[config.mk]
export PLATFORM = sky130hd
export DESIGN_NAME = mc_controller_gen
export DESIGN_NICKNAME = d
export VERILOG_FILES = /design/src/rtl/mc_controller_gen.sv
export SDC_FILE = /design/constraint.sdc
export NUM_CORES = 1
export LEC_CHECK = 0
export ABC_AREA = 1
export BUFFER_PORTS_ARGS = -buffer_cell sky130_fd_sc_hd__clkbuf_2
export CAP_MARGIN = 20
export CORE_MARGIN = 2
export CORE_UTILIZATION = 43
export DETAILED_ROUTE_END_ITERATION = 16
export HOLD_SLACK_MARGIN = 0.08
export PLACE_DENSITY = 0.75
export RECOVER_POWER = 25
export SYNTH_ARGS = -nofsm -noshare
export SYNTH_HDL_FRONTEND = slang
export SYNTH_SLANG_ARGS = --single-unit
[constraint.sdc]
create_clock -name clk -period 1.15 [get_ports clk]
set_input_delay 0.115 -clock clk [delete_from_list [all_inputs] [get_ports clk]]
set_output_delay 0.115 -clock clk [all_outputs]
set_load 0.05 [all_outputs]
[src/rtl/mc_controller_gen.sv]
// Multicycle MIPS control FSM with a MEM_WIDTH-wide fetch bus and memready-stalled memory beats.
// Optional BNE decode is enabled by defining MC_CTRL_BNE_EN.
module mc_controller_gen #(
  parameter int unsigned MEM_WIDTH = 8
) (
  input  logic                       clk,
  input  logic                       rst,
  input  logic [5:0]                 op,
  input  logic                       zero,
  input  logic                       memready,
  output logic                       memread,
  output logic                       memwrite,
  output logic                       iord,
  output logic                       alusrca,
  output logic [1:0]                 alusrcb,
  output logic [1:0]                 aluop,
  output logic [1:0]                 pcsource,
  output logic                       pcen,
  output logic [32/MEM_WIDTH-1:0]    irwrite,
  output logic                       regwrite,
  output logic                       regdst,
  output logic                       memtoreg,
  output logic                       illegal
);

  localparam int unsigned BEATS  = 32 / MEM_WIDTH;
  localparam int unsigned BEAT_W = (BEATS > 1) ? $clog2(BEATS) : 1;
  localparam logic [BEAT_W-1:0] LAST_BEAT = BEAT_W'(BEATS - 1);

  localparam logic [5:0] OP_RTYPE = 6'b000000;
  localparam logic [5:0] OP_J     = 6'b000010;
  localparam logic [5:0] OP_BEQ   = 6'b000100;
  localparam logic [5:0] OP_ADDI  = 6'b001000;
  localparam logic [5:0] OP_ANDI  = 6'b001100;
  localparam logic [5:0] OP_ORI   = 6'b001101;
  localparam logic [5:0] OP_LW    = 6'b100011;
  localparam logic [5:0] OP_SW    = 6'b101011;
`ifdef MC_CTRL_BNE_EN
  localparam logic [5:0] OP_BNE   = 6'b000101;
`endif

  typedef enum logic [3:0] {
    S_FETCH,
    S_DECODE,
    S_MEMADR,
    S_MEMRD,
    S_MEMWB,
    S_MEMWR,
    S_RTYPEEX,
    S_RTYPEWB,
    S_BRANCHEX,
    S_ADDIEX,
    S_LOGIEX,
    S_IMMWB,
    S_JEX
  } state_t;

  state_t              state_q, state_d;
  state_t              dec_state;
  logic                op_legal;
  logic [BEAT_W-1:0]   beat_q, beat_d;
  logic [BEATS-1:0]    beat_onehot;

  // State and beat counter; reset abandons any in-flight instruction.
  always_ff @(posedge clk) begin
    if (rst) begin
      state_q <= S_FETCH;
      beat_q  <= '0;
    end else begin
      state_q <= state_d;
      beat_q  <= beat_d;
    end
  end

  // Opcode decode, only consumed while in DECODE.
  always_comb begin
    dec_state = S_FETCH;
    op_legal  = 1'b1;
    case (op)
      OP_LW, OP_SW:     dec_state = S_MEMADR;
      OP_RTYPE:         dec_state = S_RTYPEEX;
      OP_BEQ:           dec_state = S_BRANCHEX;
`ifdef MC_CTRL_BNE_EN
      OP_BNE:           dec_state = S_BRANCHEX;
`endif
      OP_ADDI:          dec_state = S_ADDIEX;
      OP_ANDI, OP_ORI:  dec_state = S_LOGIEX;
      OP_J:             dec_state = S_JEX;
      default: begin
        dec_state = S_FETCH;
        op_legal  = 1'b0;
      end
    endcase
  end

  // Next state: memory states hold until memready, fetch advances one beat per ready.
  always_comb begin
    state_d = state_q;
    beat_d  = beat_q;
    case (state_q)
      S_FETCH: begin
        if (memready) begin
          if (beat_q == LAST_BEAT) begin
            state_d = S_DECODE;
            beat_d  = '0;
          end else begin
            beat_d = beat_q + BEAT_W'(1);
          end
        end
      end
      S_DECODE:   state_d = dec_state;
      S_MEMADR:   state_d = (op == OP_SW) ? S_MEMWR : S_MEMRD;
      S_MEMRD:    if (memready) state_d = S_MEMWB;
      S_MEMWR:    if (memready) state_d = S_FETCH;
      S_RTYPEEX:  state_d = S_RTYPEWB;
      S_ADDIEX:   state_d = S_IMMWB;
      S_LOGIEX:   state_d = S_IMMWB;
      S_MEMWB, S_RTYPEWB, S_BRANCHEX, S_IMMWB, S_JEX:
                  state_d = S_FETCH;
      default: begin
        state_d = S_FETCH;
        beat_d  = '0;
      end
    endcase
  end

  always_comb begin
    beat_onehot = BEATS'(1) << beat_q;
  end

  // Moore decode of the state; fetch strobes gated by memready, branch pcen by zero.
  always_comb begin
    memread  = 1'b0;
    memwrite = 1'b0;
    iord     = 1'b0;
    alusrca  = 1'b0;
    alusrcb  = 2'b00;
    aluop    = 2'b00;
    pcsource = 2'b00;
    pcen     = 1'b0;
    irwrite  = '0;
    regwrite = 1'b0;
    regdst   = 1'b0;
    memtoreg = 1'b0;
    illegal  = 1'b0;
    case (state_q)
      S_FETCH: begin
        memread = 1'b1;
        alusrcb = 2'b01;
        irwrite = beat_onehot & {BEATS{memready}};
        pcen    = memready;
      end
      S_DECODE: begin
        alusrcb = 2'b11;
        illegal = ~op_legal;
      end
      S_MEMADR: begin
        alusrca = 1'b1;
        alusrcb = 2'b10;
      end
      S_MEMRD: begin
        memread = 1'b1;
        iord    = 1'b1;
      end
      S_MEMWB: begin
        regwrite = 1'b1;
        memtoreg = 1'b1;
      end
      S_MEMWR: begin
        memwrite = 1'b1;
        iord     = 1'b1;
      end
      S_RTYPEEX: begin
        alusrca = 1'b1;
        aluop   = 2'b10;
      end
      S_RTYPEWB: begin
        regwrite = 1'b1;
        regdst   = 1'b1;
      end
      S_BRANCHEX: begin
        alusrca  = 1'b1;
        aluop    = 2'b01;
        pcsource = 2'b01;
`ifdef MC_CTRL_BNE_EN
        pcen     = (op == OP_BNE) ? ~zero : zero;
`else
        pcen     = zero;
`endif
      end
      S_ADDIEX: begin
        alusrca = 1'b1;
        alusrcb = 2'b10;
      end
      S_LOGIEX: begin
        alusrca = 1'b1;
        alusrcb = 2'b10;
        aluop   = 2'b11;
      end
      S_IMMWB: begin
        regwrite = 1'b1;
      end
      S_JEX: begin
        pcsource = 2'b10;
        pcen     = 1'b1;
      end
      default: begin
        memread = 1'b0;
      end
    endcase

    // Reset silences every control line in the same cycle.
    if (rst) begin
      memread  = 1'b0;
      memwrite = 1'b0;
      iord     = 1'b0;
      alusrca  = 1'b0;
      alusrcb  = 2'b00;
      aluop    = 2'b00;
      pcsource = 2'b00;
      pcen     = 1'b0;
      irwrite  = '0;
      regwrite = 1'b0;
      regdst   = 1'b0;
      memtoreg = 1'b0;
      illegal  = 1'b0;
    end
  end

endmodule

==> results of run 1 <==
## logic make-up after synthesis
logic type,Yosys count
AO/OA/AOI/OAI,16
adder cells (fa/ha/maj),4
buffers and inverters,26
flip-flops,6
AND/OR/NAND/NOR,85
## stage by stage
step	worst slack (ns)	hold WS [ns]	instance area, sq um
after detailed placement	-0.251	0.536	1400
after floorplan	-0.392	0.340	931
after global placement	-0.200	0.518	1400
## synth_stat cells (2+ instances only)
library cell	instances
ha_1	4
nor3_1	6
clkbuf_1	2
nor2_2	4
nor2_1	23
dfxtp_1	6
o21ai_0	2
inv_2	3
inv_1	20
a21oi_1	8
nand2_1	29
nand4_1	3
nand2_2	5
nand3_1	12
==> run metrics, run 1 <==
status stopped before the end; Last stage 4_1_cts; first error [ERROR DPL-0038] Utilization greater than 100%, impossible to legalize; synth warn 0; asr flop ratio synth 0; Compound-Gate Fraction of Synth Area 0.124; initial core utilization 0.446; clock sink count 6; CTS buffer count 3; Synth Register Bits 6; predominant post-synthesis flop cell dfxtp_1; global placement routability congestion 0.908; H-tree depth 1; # rows 15; Resize count post-CTS 76; Root Buffer clkbuf_4; die height 45.6 microns; cts hold-fix bufs 0; Synth area leader dfxtp_1; syn avg cell area 5.44 sq um; clock buffer depth 2; count of unique library cells instantiated by Yosys 24; post-synthesis xor/xnor area fraction 0; Post-synth EDFFs 0; synthesized net count 151; adder and majority gate portion of the synthesized area 0.0671; placed insts 219; largest family of logic cells by synthesized area simple AND/OR/NAND/NOR gates; Mapped Area 746 sq um; die width 45.6 microns; area share of the largest cell type after synthesis 0.161; Synth Instances 137; Seq/Total Area, Yosys 0.161; post-DP HPWL 2150 microns; dominant cells by area after synthesis dfxtp_1 16%, nand2_1 15%, nor2_1 12%; mux cell area share after synthesis 0; io pins 29; Post-CTS Setup Bufs 9; post-synthesis simple-gate area fraction 0.517; IO Port Bufs 28
==> run 2, diff against run 1 <==
- CORE_AREA: not set -> 2 2 63 65
- CORE_MARGIN: 2 -> not set
- CORE_UTILIZATION: 43 -> not set
- DIE_AREA: not set -> 0 0 65 67
- HOLD_SLACK_MARGIN: 0.08 -> not set
- PLACE_DENSITY: 0.75 -> not set
- PLACE_DENSITY_LB_ADDON: not set -> 0.15
- clock period: 1.15 -> 1.5 ns (I/O delays scaled with it)
==> run 2 against run 1 <==
The flow now finishes, with violations (negative setup slack). Area after synthesis unchanged. Synthesized cell count stayed put.
==> run metrics, run 2 <==
overall power 596 uW; Top reg by flops state_q; multi-input logic area 667 sq um; Final Skew 0.000685 ns; max reg flops 4; wire length per cell 10.4 microns; Crit. End Element output port; CTS buffer count 3 (unchanged); Vias/cell 4.24; post-DP HPWL 1930 microns (-10%); highest clock rate 0.645 GHz; dominant cells by area after synthesis dfxtp_1 16%, nand2_1 15%, nor2_1 12%; Synth Register Bits 6 (unchanged); routed wire length 2380 microns; status finished with violations; CP top delay family buffers and inverters; syn avg cell area 5.44 sq um (unchanged); DIE AREA 4360 sq um; CTS tree done; slew margin rel. 0.795; most common cell in the netlist nand2_1; GRT Util Overall 0.118; cts hold-fix bufs 0 (unchanged); Leak Pwr 0.000662 uW; Worst EP arrival 1.40 ns; largest registers state_q (4), beat_q (2); Final Cycle Share 1.03; Worst EP required 1.35 ns; Worst Hold Class in2reg; vias in the first global route 918; worst vdd ir 0.148 mV; global placement routability congestion 0.765 (-16%); Layout Nets 196; slew at the pin closest to its max-slew limit 0.306 ns; setup ws final -0.0511 ns; Worst-path clk slew 0.04 ns; fill count 394; count of unique library cells instantiated by Yosys 24 (unchanged); placed insts 219 (unchanged); initial core utilization 0.207 (-0.240); predominant post-synthesis flop cell dfxtp_1; DR iter-0 viols 29; synthesized net count 151 (unchanged); Slew Limit Fails 0; failing checks negative setup slack; layout cells sized above 1 0.506; Routed Antenna Nets 0; type of the worst setup path reg2out; DRT Pass-1 Iters 4; Synth area leader dfxtp_1; PwrDens 441 nW/um^2; Synth-to-Final Area Change 81.2%; Root Buffer clkbuf_8; area share of the largest cell type after synthesis 0.161 (unchanged); max-cap violations 0; drt drc 0; initial antenna violation count 0; # rows 22 (+7); register area 135 sq um; synth warn 0 (unchanged); asr flop ratio synth 0 (unchanged); Critical-path top delay cell dfxtp_4; clock buffer depth 2 (unchanged); IO Port Bufs 28 (unchanged); critical path buffer and inverter count 5; first-pass GRT wire length 3990 microns; unrepaired setup endpoints after global routing true; die width 65 microns (+42%); worst path cell trace inv_4, nor2_4, inv_2, nor2_2, buf_4, o31ai_4, inv_1, buf_8; via count 967; io pins 29 (unchanged); Post-synth EDFFs 0 (unchanged); clock sink count 6 (unchanged); Seq/Total Area, Yosys 0.161 (unchanged); dpl ws -0.0181 ns (+0.233 ns); commonest non-fill, non-tap cell in the layout nand2_1; Diodes inserted 0; Fin Hold WS 0.369 ns; crit-path max cell delay 0.36 ns; fin util 0.375; Clock Latency Late Sink 0.22 ns; crit path max fanout 4; # setup viols final 2; Synth top cells by count 29 x nand2_1, 23 x nor2_1, 20 x inv_1; Hold Vio Cnt, Final 0; H-tree depth 1 (unchanged); total grt overflow 0; post-route insts no fill 228; die height 67 microns (+47%); clock period minus worst slack 1.55 ns; Synth Instances 137 (unchanged); largest net degree at the start of global routing 13; Startpoint Class register; Mapped Area 746 sq um (unchanged); most frequent cells in the layout 23 x nand2_1, 15 x inv_1, 15 x nor2_1, 14 x buf_4; Core ar. 3610 sq um
## run 2: cell counts after synthesis
No cell type changed its count.
## run 2: area by class of cell
| class | count | area share |
|---|---|---|
| well taps | 48 | 0.0444 |
| multi-input cells | 105 | 0.494 |
| inverters | 24 | 0.0704 |
| clock buffers | 3 | 0.0306 |
| repair buffers | 42 | 0.261 |
| flip-flops and latches | 6 | 0.100 |
## run 2: kinds of logic (layout without fill, tap and decap cells)
family / count (synthesis) / in the layout / synth area share
DFF: 6 / 6 / 0.161
adders and majority gates: 4 / 4 / 0.0671
AOI/OAI and AO/OA: 16 / 16 / 0.124
and+or+nand+nor: 85 / 85 / 0.517
buffers and inverters: 26 / 69 / 0.131
## run 2: timing repair
item,CTS,global route
gates resized for setup,46,37
pin swaps,3,4
endpoints found under the setup margin,17,16
buffers inserted,5,1
## run 2: worst reg2reg max path, cell delays in order (launching register included)
cell and delay (ns):
dfxtp_4 0.36, inv_4 0.07, nor2_4 0.04, buf_6 0.12, nand2_2 0.07, nand2_2 0.07, buf_4 0.13, buf_4 0.12
a21oi_1 0.11, nand3_1 0.08, nand2_1 0.06, inv_1 0.04
## run 2: report_power, final
group          internal, uW  switching [uW]
Combinational          65.0             117
Clock                   173            73.0
Sequential              160            7.72
Total                   398             198
## run 2: final timing paths
check / start / endpoint / slack [ns] / cells after the start
worst max-delay path: state_q[3] / alusrca / -0.05 / 8
worst max register to register: state_q[3] / state_q[1] / 0.12 / 11
worst min-delay path: memready / state_q[2] / 0.37 / 4
worst min register to register: beat_q[0] / beat_q[0] / 0.53 / 2
## run 2: stage by stage
step                      setup TNS, ns  instance area (sq um)
after floorplan                   -1.22                    796
after global placement         -0.00253                   1050
after detailed placement        -0.0181                   1050
after CTS                       -0.0814                   1270
after global routing             -0.352                   1350
final                           -0.0777                   1350
## run 2: routing by layer
layer  routed length [microns]  vias to the layer above  track usage
li1                          -                      524            -
met1                      1030                      418        0.142
met2                      1200                       21        0.209
met3                        98                        4       0.0118
met4                        42                        0       0.0559
met5                         0                        -            0
(Power assumes the default switching activity.)
